### config.mk
export PLATFORM = sky130hd
export DESIGN_NAME = sram_arbiter
export DESIGN_NICKNAME = d
export VERILOG_FILES = /design/src/rtl/sram_arbiter.sv
export SDC_FILE = /design/constraint.sdc
export NUM_CORES = 1
export LEC_CHECK = 0
export CORE_ASPECT_RATIO = 1.25
export CORE_MARGIN = 2
export CORE_UTILIZATION = 40
export DETAILED_ROUTE_END_ITERATION = 10
export PLACE_DENSITY = 0.8
export SYNTH_ARGS = -nofsm -noshare
export SYNTH_HDL_FRONTEND = slang
export SYNTH_SLANG_ARGS = --single-unit
### constraint.sdc
create_clock -name clock -period 2.6 [get_ports clock]
set_input_delay 0.26 -clock clock [delete_from_list [all_inputs] [get_ports clock]]
set_output_delay 0.26 -clock clock [all_outputs]
set_load 0.01 [all_outputs]
### src/rtl/sram_arbiter.sv
// sram_arbiter: shares one sram_controller port among NUM_REQ requesters.
// - One grant per cycle, round-robin by default. Defining the macro
//   SRAM_ARB_FIXED_PRIO_EN switches to strict fixed priority (requester 0
//   highest) and removes the round-robin pointer.
// - The memctrl_* request fields are driven from registers.
// - Outstanding reads are tracked in an in-order tag FIFO. Each returned
//   dat_ready/data is routed to the requester that issued that read.
//
// Handshake: requester i hands over a request on a rising edge where
// req_valid[i] & req_ready[i] is high. req_ready is combinational and is
// either one-hot or all zero. A requester must hold its fields stable while
// req_valid is high and it has not yet been accepted.

module sram_arbiter #(
    parameter int NUM_REQ         = 2,
    parameter int ADDR_WIDTH      = 3,
    parameter int DATA_WIDTH      = 32,
    parameter int MAX_OUTSTANDING = 4
) (
    input  logic                          clock,
    input  logic                          reset,
    input  logic [NUM_REQ-1:0]            req_valid,
    input  logic [NUM_REQ-1:0]            req_rw,
    input  logic [NUM_REQ*ADDR_WIDTH-1:0] req_addr,
    input  logic [NUM_REQ*DATA_WIDTH-1:0] req_wdata,
    output logic [NUM_REQ-1:0]            req_ready,
    output logic [NUM_REQ-1:0]            rsp_valid,
    output logic [DATA_WIDTH-1:0]         rsp_data,
    output logic                          rsp_err,
    output logic                          memctrl_enable,
    output logic                          memctrl_rw,
    output logic [ADDR_WIDTH-1:0]         memctrl_addr,
    output logic [DATA_WIDTH-1:0]         memctrl_write_data,
    input  logic                          dat_ready,
    input  logic [DATA_WIDTH-1:0]         memctrl_out_data
);

    localparam int IDX_W = (NUM_REQ > 1) ? $clog2(NUM_REQ) : 1;
    localparam int PTR_W = (MAX_OUTSTANDING > 1) ? $clog2(MAX_OUTSTANDING) : 1;
    localparam int CNT_W = PTR_W + 1;

    logic [NUM_REQ-1:0]    eligible;
    logic                  fifo_full;
    logic [IDX_W-1:0]      win_idx;
    logic [IDX_W-1:0]      cand;
    logic                  found;
    logic                  accept;
    logic                  push;
    logic                  pop;
    logic [ADDR_WIDTH-1:0] win_addr;
    logic [DATA_WIDTH-1:0] win_wdata;
    logic                  win_rw;

    logic [IDX_W-1:0]      tag_mem [MAX_OUTSTANDING];
    logic [PTR_W-1:0]      wr_ptr;
    logic [PTR_W-1:0]      rd_ptr;
    logic [CNT_W-1:0]      count;

    // A read is held off whenever the FIFO is full, even if a pop is happening
    // in the same cycle. This keeps the full/grant path free of dat_ready.
    assign fifo_full = (count == CNT_W'(MAX_OUTSTANDING));
    assign eligible  = req_valid & (~req_rw | {NUM_REQ{~fifo_full}});

`ifdef SRAM_ARB_FIXED_PRIO_EN
    // Fixed priority: the lowest-numbered eligible requester wins.
    always_comb begin
        req_ready = '0;
        win_idx   = '0;
        cand      = '0;
        found     = 1'b0;
        for (int i = 0; i < NUM_REQ; i++) begin
            cand = IDX_W'(i);
            if (!found && eligible[cand]) begin
                req_ready[cand] = 1'b1;
                win_idx         = cand;
                found           = 1'b1;
            end
        end
    end
`else
    logic [IDX_W-1:0] last_gnt;

    // Round-robin: search from the requester after the last winner, wrapping.
    always_comb begin
        req_ready = '0;
        win_idx   = '0;
        cand      = '0;
        found     = 1'b0;
        for (int k = 1; k <= NUM_REQ; k++) begin
            cand = IDX_W'((int'(last_gnt) + k) % NUM_REQ);
            if (!found && eligible[cand]) begin
                req_ready[cand] = 1'b1;
                win_idx         = cand;
                found           = 1'b1;
            end
        end
    end

    // Move the round-robin pointer only when a grant is actually taken. The
    // reset value makes requester 0 the first in line.
    always_ff @(posedge clock) begin
        if (reset) begin
            last_gnt <= IDX_W'(NUM_REQ - 1);
        end else if (accept) begin
            last_gnt <= win_idx;
        end
    end
`endif

    // req_ready is only ever set for an eligible (hence valid) requester.
    assign accept    = |req_ready;
    assign win_rw    = req_rw[win_idx];
    assign win_addr  = req_addr[int'(win_idx)*ADDR_WIDTH +: ADDR_WIDTH];
    assign win_wdata = req_wdata[int'(win_idx)*DATA_WIDTH +: DATA_WIDTH];
    assign push      = accept & win_rw;
    assign pop       = dat_ready & (count != '0);

    // Register the winning request toward the controller. Fields hold when idle.
    always_ff @(posedge clock) begin
        if (reset) begin
            memctrl_enable     <= 1'b0;
            memctrl_rw         <= 1'b0;
            memctrl_addr       <= '0;
            memctrl_write_data <= '0;
        end else begin
            memctrl_enable <= accept;
            if (accept) begin
                memctrl_rw         <= win_rw;
                memctrl_addr       <= win_addr;
                memctrl_write_data <= win_wdata;
            end
        end
    end

    // Tag storage: needs no reset because the pointers and count decide
    // which entries are live.
    always_ff @(posedge clock) begin
        if (push) begin
            tag_mem[wr_ptr] <= win_idx;
        end
    end

    // Tag FIFO pointers and occupancy. A push and a pop in the same cycle leave
    // count unchanged. Both pointers wrap naturally at the power-of-two depth.
    always_ff @(posedge clock) begin
        if (reset) begin
            wr_ptr <= '0;
            rd_ptr <= '0;
            count  <= '0;
        end else begin
            if (push) begin
                wr_ptr <= wr_ptr + PTR_W'(1);
            end
            if (pop) begin
                rd_ptr <= rd_ptr + PTR_W'(1);
            end
            case ({push, pop})
                2'b10:   count <= count + CNT_W'(1);
                2'b01:   count <= count - CNT_W'(1);
                default: count <= count;
            endcase
        end
    end

    // Route read data to the owner of the head tag. A dat_ready that arrives
    // with no read outstanding is flagged and stays flagged until reset.
    always_ff @(posedge clock) begin
        if (reset) begin
            rsp_valid <= '0;
            rsp_data  <= '0;
            rsp_err   <= 1'b0;
        end else begin
            if (pop) begin
                rsp_valid <= NUM_REQ'(1) << tag_mem[rd_ptr];
                rsp_data  <= memctrl_out_data;
            end else begin
                rsp_valid <= '0;
            end
            if (dat_ready && (count == '0)) begin
                rsp_err <= 1'b1;
            end
        end
    end

endmodule

==> flow_metrics.py <==
metrics = {
    "sta": {
        "slew-limit-headroom": 0.699,
        "setup-violations-final": 0,
        "slew_violations": 0,
        "final-hold-violation-count": 0,
        "grt_setup_unrepaired": "false",
        "worst_slew_pin_slew_ns": 0.450,
        "clock_skew_ns": 0.0119,
        "clock.fmax_ghz": 0.431,
        "worst_hold_slack_ns": 0.418,
        "finalCritPeriodShare": 0.892,
        "fin_crit_ns": 2.32,
    },
    "global_routing": {
        "grt_overflow": 0,
        "grt_usage": 0.197,
        "grt_pass1_vias": 3257,
        "antenna_found_initial": 0,
        "grt_pass1_wl_mm": 15.2,
        "grt_max_degree": 82,
    },
    "clocking": {
        "cts_buffers": 9,
        "cts_sinks": 86,
        "cts_setup_buffers": 0,
        "ctsResizeCount": 0,
        "cts_tree": "yes",
        "clock_latency_ns": 0.34,
        "h-tree-depth": 3,
        "clockBufferDepth": 2,
        "clkSlewWorstSetupHoldPaths_ns": 0.08,
        "cts_hold_buffers": 0,
        "clk_root_buffer_cell": "clkbuf_8",
    },
    "place": {
        "dpl.hpwl_mm": 7.44,
        "gp_congestion": 0.789,
        "io_buffers": 182,
    },
    "routing": {
        "dr.pass1.iters": 4,
        "maxUsedRoutingLayer": "met4",
        "met1_length_mm": 4.10,
        "routedWlPerCell_um": 14.6,
        "via_count": 3364,
        "detail_route.vias_per_cell": 4.93,
        "drtIter0Drc": 161,
        "routed-wl-met3_mm": 1.03,
        "drc": 0,
        "met2_length_mm": 4.73,
        "route.final.wire_length_mm": 9.99,
        "drtAntennaViolNets": 0,
    },
    "logic_synthesis": {
        "synth_compound_area_frac": 0.157,
        "synth-edff-count": 4,
        "synth_top_family_by_area": "simple AND/OR/NAND/NOR gates",
        "yosysMostFrequentCell": "dfxtp_1",
        "netlist_area_um2": 3620,
        "yosys.area_share.xor_xnor": 0.00968,
        "synth_cell_types": 38,
        "postSynthAreaPerCell_um2": 9.42,
        "synth_fa_ha_area_frac": 0.0228,
        "async_flop_share": 0,
        "yosys_register_bits": 86,
        "yosys-top-cells-count": "82 x dfxtp_1, 70 x nand2_1, 44 x nor2_1, 38 x a21oi_1, 35 x mux2i_1",
        "yosysTopAreaCellShare": 0.454,
        "synth_area_leader_cell": "dfxtp_1",
        "netlist_instances": 384,
        "yosys.area_share.simple": 0.162,
        "ys_seq_area_frac": 0.487,
        "synthesis.nets": 499,
        "synthTopCellsByArea": "dfxtp_1 45%, mux2i_1 9.7%, nand2_1 7.3%",
        "synth_ff_type": "dfxtp_1",
        "synthMuxAreaShare": 0.103,
        "yosysWarningCount": 0,
    },
    "power": {
        "p_total_w": 0.00439,
        "p_leak_nw": 2.29,
        "powerDensity_nw_per_um2": 762,
        "ir_worst_vdd_mv": 0.480,
    },
    "floorplanning": {
        "rows": 38,
        "die_area_um2": 9830,
        "fp.dieW_um": 89.1,
        "coreArea_um2": 8750,
        "start_util": 0.414,
        "die_h_um": 110,
        "ios": 183,
    },
    "layout": {
        "nFillCells": 719,
        "area_growth_pct": 59.0,
        "drive_above_1_share": 0.0728,
        "fin_util": 0.658,
        "n_antenna_cell": 0,
        "nets": 674,
    },
    "worst_setup_path": {
        "cpPeakStageDelay_ns": 0.61,
        "cp_common_cell": "nand2_1",
        "crit_slowest_cell": "clkdlybuf4s50_1",
        "crit_type": "in -> reg",
        "critPathLaunch": "req_valid[0]",
        "reg2reg_slack_ns": 0.36,
        "worst-path-buf-inv": 2,
        "end_kind": "register",
        "crit_family": "buffers and inverters",
        "r2r_start": "last_gnt$_SDFFE_PP1P_",
        "worstPathCellList": "clkdlybuf4s50_1 -> nand2_1 -> a32o_1 -> nand2_1 -> ha_1 -> inv_1 -> fa_1 -> xor2_1 -> or3_1 -> a21oi_1",
        "cp_max_fo": 7,
        "worst-r2r-cell-count": 9,
        "cp_data_required_time_ns": 2.87,
        "worstPathArrival_ns": 2.59,
        "cp-start-kind": "input pin",
        "reg2reg_to": "count[2]$_SDFFE_PP0P_",
    },
    "hold_path": {
        "min-delay-path-class": "in -> reg",
        "min_from": "reset",
        "min_to": "rsp_data[11]$_SDFFE_PP0P_",
        "min_path_cells": 3,
    },
    "run": {
        "maxCapViolCount": 0,
    },
    "status": {
        "outcome": "finished, final reports clean",
    },
}
[area by class of cell]
cell class	count	area, µm²	area share
well taps	120	150	0.0261
clock inverters	4	77.6	0.0135
clock buffers	11	163	0.0283
repair buffers	192	1920	0.333
multi-input cells	262	1660	0.288
flip-flops and latches	86	1760	0.306
inverters	8	30.0	0.00522
[how the worst max path moves through the flow]
stage,end,slack (ns),cells after the start
6_report,count[2]$_SDFFE_PP0P_,0.28,10
5_1_grt,count[2]$_SDFFE_PP0P_,0.15,10
4_1_cts,req_ready[1],0.28,6
3_5_place_dp,count[2]$_SDFFE_PP0P_,-0.05,10
3_3_place_gp,count[2]$_SDFFE_PP0P_,0.1,10
2_1_floorplan,count[2]$_SDFFE_PP0P_,0.27,11
[sequential cells by signal, summed over array words and instances (netlist names), named ones only]
| name | cells |
|---|---|
| memctrl_rw | 1 |
| count | 3 |
| rsp_err | 1 |
| memctrl_write_data | 32 |
| last_gnt | 1 |
| tag_mem | 4 |
| memctrl_enable | 1 |
| rd_ptr | 2 |
| wr_ptr | 2 |
| rsp_valid | 2 |
| rsp_data | 32 |
| memctrl_addr | 3 |
[cells in the final DEF (no fill, tap or decap), types with 4 or more instances in the layout]
cell type,count
a211oi_2,7
a211oi_1,28
buf_4,8
ha_1,5
edfxtp_1,4
nand2_1,70
clkbuf_8,10
clkdlybuf4s50_1,181
mux2i_1,35
a21oi_1,38
inv_1,5
and3_1,4
nor2_1,44
dfxtp_1,82
[worst min-delay path, stage by stage]
cell and delay, ns:
buf_2 0.12, buf_12 0.21, a21oi_1 0.14
[logic make-up after synthesis]
family / Yosys count
and+or+nand+nor: 133
DFF: 86
AOI/OAI and AO/OA: 83
buffers and inverters: 36
muxes: 36
adders and majority gates: 6
xor gates and xnor gates: 4
[power breakdown]
group          total [W]  switching, W  internal (W)
Clock            0.00109      0.000466      0.000624
Combinational    0.00156      0.000735      0.000824
Sequential       0.00174      0.000156       0.00158
Total            0.00439       0.00136       0.00303
[metal layers]
layer / global-route usage / vias up
met1: 0.235 / 1540
met2: 0.334 / 145
met4: 0.0512 / 0
met5: 0 / -
li1: - / 1668
met3: 0.0722 / 11
[through the flow]
stage	setup WS (ns)	cell area [µm²]	cells	TNS [ns]
after detailed placement	-0.0479	5510	668	-0.0479
final	0.282	5750	683	0
after global routing	0.146	5750	683	0
after floorplan	0.270	3620	384	0
after global placement	0.0988	5510	668	0
after CTS	0.281	5750	683	0
(Power assumes the default switching activity.)
==> RTL edit: new RTL, same settings <==
Put one more register stage on the output `rsp_err`, cleared by the reset. The value now appears one clock later. The other outputs are not delayed to match.
--- a/src/rtl/sram_arbiter.sv
+++ b/src/rtl/sram_arbiter.sv
@@ -40,2 +40,4 @@
     localparam int CNT_W = PTR_W + 1;
+
+    logic rsp_err_s0;
 
@@ -170,3 +172,3 @@
             rsp_data  <= '0;
-            rsp_err   <= 1'b0;
+            rsp_err_s0 <= 1'b0;
         end else begin
@@ -179,4 +181,12 @@
             if (dat_ready && (count == '0)) begin
-                rsp_err <= 1'b1;
+                rsp_err_s0 <= 1'b1;
             end
+        end
+    end
+
+    always_ff @(posedge clock) begin
+        if (reset) begin
+            rsp_err <= '0;
+        end else begin
+            rsp_err <= rsp_err_s0;
         end
Check against the original RTL: not equivalent (Yosys sat finds a counterexample within 4 cycles, from zero or initial values and one cycle with reset high).
==> RTL edit against the original RTL <==
Largest power group unchanged. Clock skew about the same. Non-clock buffer count down 1. Worst setup slack worse by 0.033 ns. Clock power shrank 6%. Critical endpoint is now req_ready[1]. Combinational power decreased by 4%. Power fell by 2.7%. Critical path type is now reg2out. Area after synthesis down 5.8%. Sequential cell count grew 1. Die area is 5.5% lower. Final area is 4.1% lower. Wire length fell by 0.96%.
==> RTL edit: results (changes against the original RTL) <==
power_and_ir_drop:
  p_leak_nw: 2.09  # was 2.29 nW
  comb_cell_power_mw: 1.49  # was 1.56 mW
  p_seq_share_pct: 41.1  # was 39.6%
  p_per_area_nw_per_um2: 773  # was 762 nW/um2
final_layout:
  fill_cells: 691  # was 719
  clkbuf_count: 9  # was 11
  multi_input_gates: 277  # was 262
  nNetsFinal: 692  # was 674
  n_all_buffers: 191  # was 192
  nFlopsAndLatches: 87  # was 86
  inv_count: 11  # was 8
  multi_input_area_share_pct: 26.6  # was 28.8%
  sh_seq_area_pct: 32.3  # was 30.6%
run_status:
  status: "finished, final reports clean"  # unchanged
placement:
  gp_congestion: 0.778  # was 0.789
  place_hpwl_um: 7320  # was 7440 um
logic_synthesis:
  synthMuxAreaShare_pct: 0.661  # was 10.3%
  synthTopCellsByCount: "nand2_1 (106), dfxtp_1 (83), a21oi_1 (40), nor2_1 (40), a311oi_1 (19)"  # was dfxtp_1 (82), nand2_1 (70), nor2_1 (44), a21oi_1 (38), mux2i_1 (35)
  synth_adder_area_share_pct: 2.42  # was 2.28%
  synth-compound-area-share_pct: 16.2  # was 15.7%
  synth_nets: 518  # was 499
detailed_routing:
  via_per_inst: 5.11  # was 4.93
  drt_iter0_markers: 129  # was 161
critical_path:
  regToRegSetupSlack_ns: 0.38  # was 0.36 ns
  crit_fanout: 8  # was 7
  arrival_ns: 2.09  # was 2.59 ns
  critPathKind: "reg2out"  # was in2reg
  critPathMaxStageDelay_ns: 0.54  # was 0.61 ns
  startpoint: "count[2]"  # was req_valid[0]
floorplanning:
  row_count: 37  # was 38
hold_path:
  min_to: "wr_ptr[0]"  # was rsp_data[11]
clocking:
  worstSkewPairLatency_ns: 0.36  # was 0.34 ns
grt:
  grt_pass1_vias: 3403  # was 3257
  grt_max_degree: 52  # was 82
  grt_usage_pct: 21.3  # was 19.7%
sta:
  worst_pin_slew_ns: 0.885  # was 0.450 ns
  hold_ws_ns: 0.389  # was 0.418 ns
  clock_skew_ns: 0.0122  # was 0.0119 ns
RTL edit: changes by cell type in the layout (fill, tap and decap cells not counted), sizes merged, moves of 3 or more:
cell | unedited run | this run
a311oi | 0 | 19
nand2 | 70 | 106
mux2i | 35 | 0
a221o | 0 | 5
nor2 | 44 | 40
o22ai | 0 | 11
nor3b | 1 | 6
inv | 8 | 11
nor3 | 2 | 13
a211oi | 35 | 0
RTL edit: through the flow:
stage	power [mW]	setup TNS (ns)	std cells
detailed placement	3.28	-0.0136	663
finish	4.27	0	679
CTS	4.30	0	679
global placement	3.23	0	663
global route	4.53	0	679
floorplan	2.53	0	403
RTL edit: metal layers:
| layer | track usage (%) | wire length [um] | vias up |
|---|---|---|---|
| met2 | 37.9 | 5000 | 144 |
| met5 | 0 | 0 | - |
| met3 | 8.85 | 906 | 17 |
| met4 | 7.81 | 224 | 0 |
| li1 | - | - | 1723 |
| met1 | 22.0 | 3760 | 1588 |
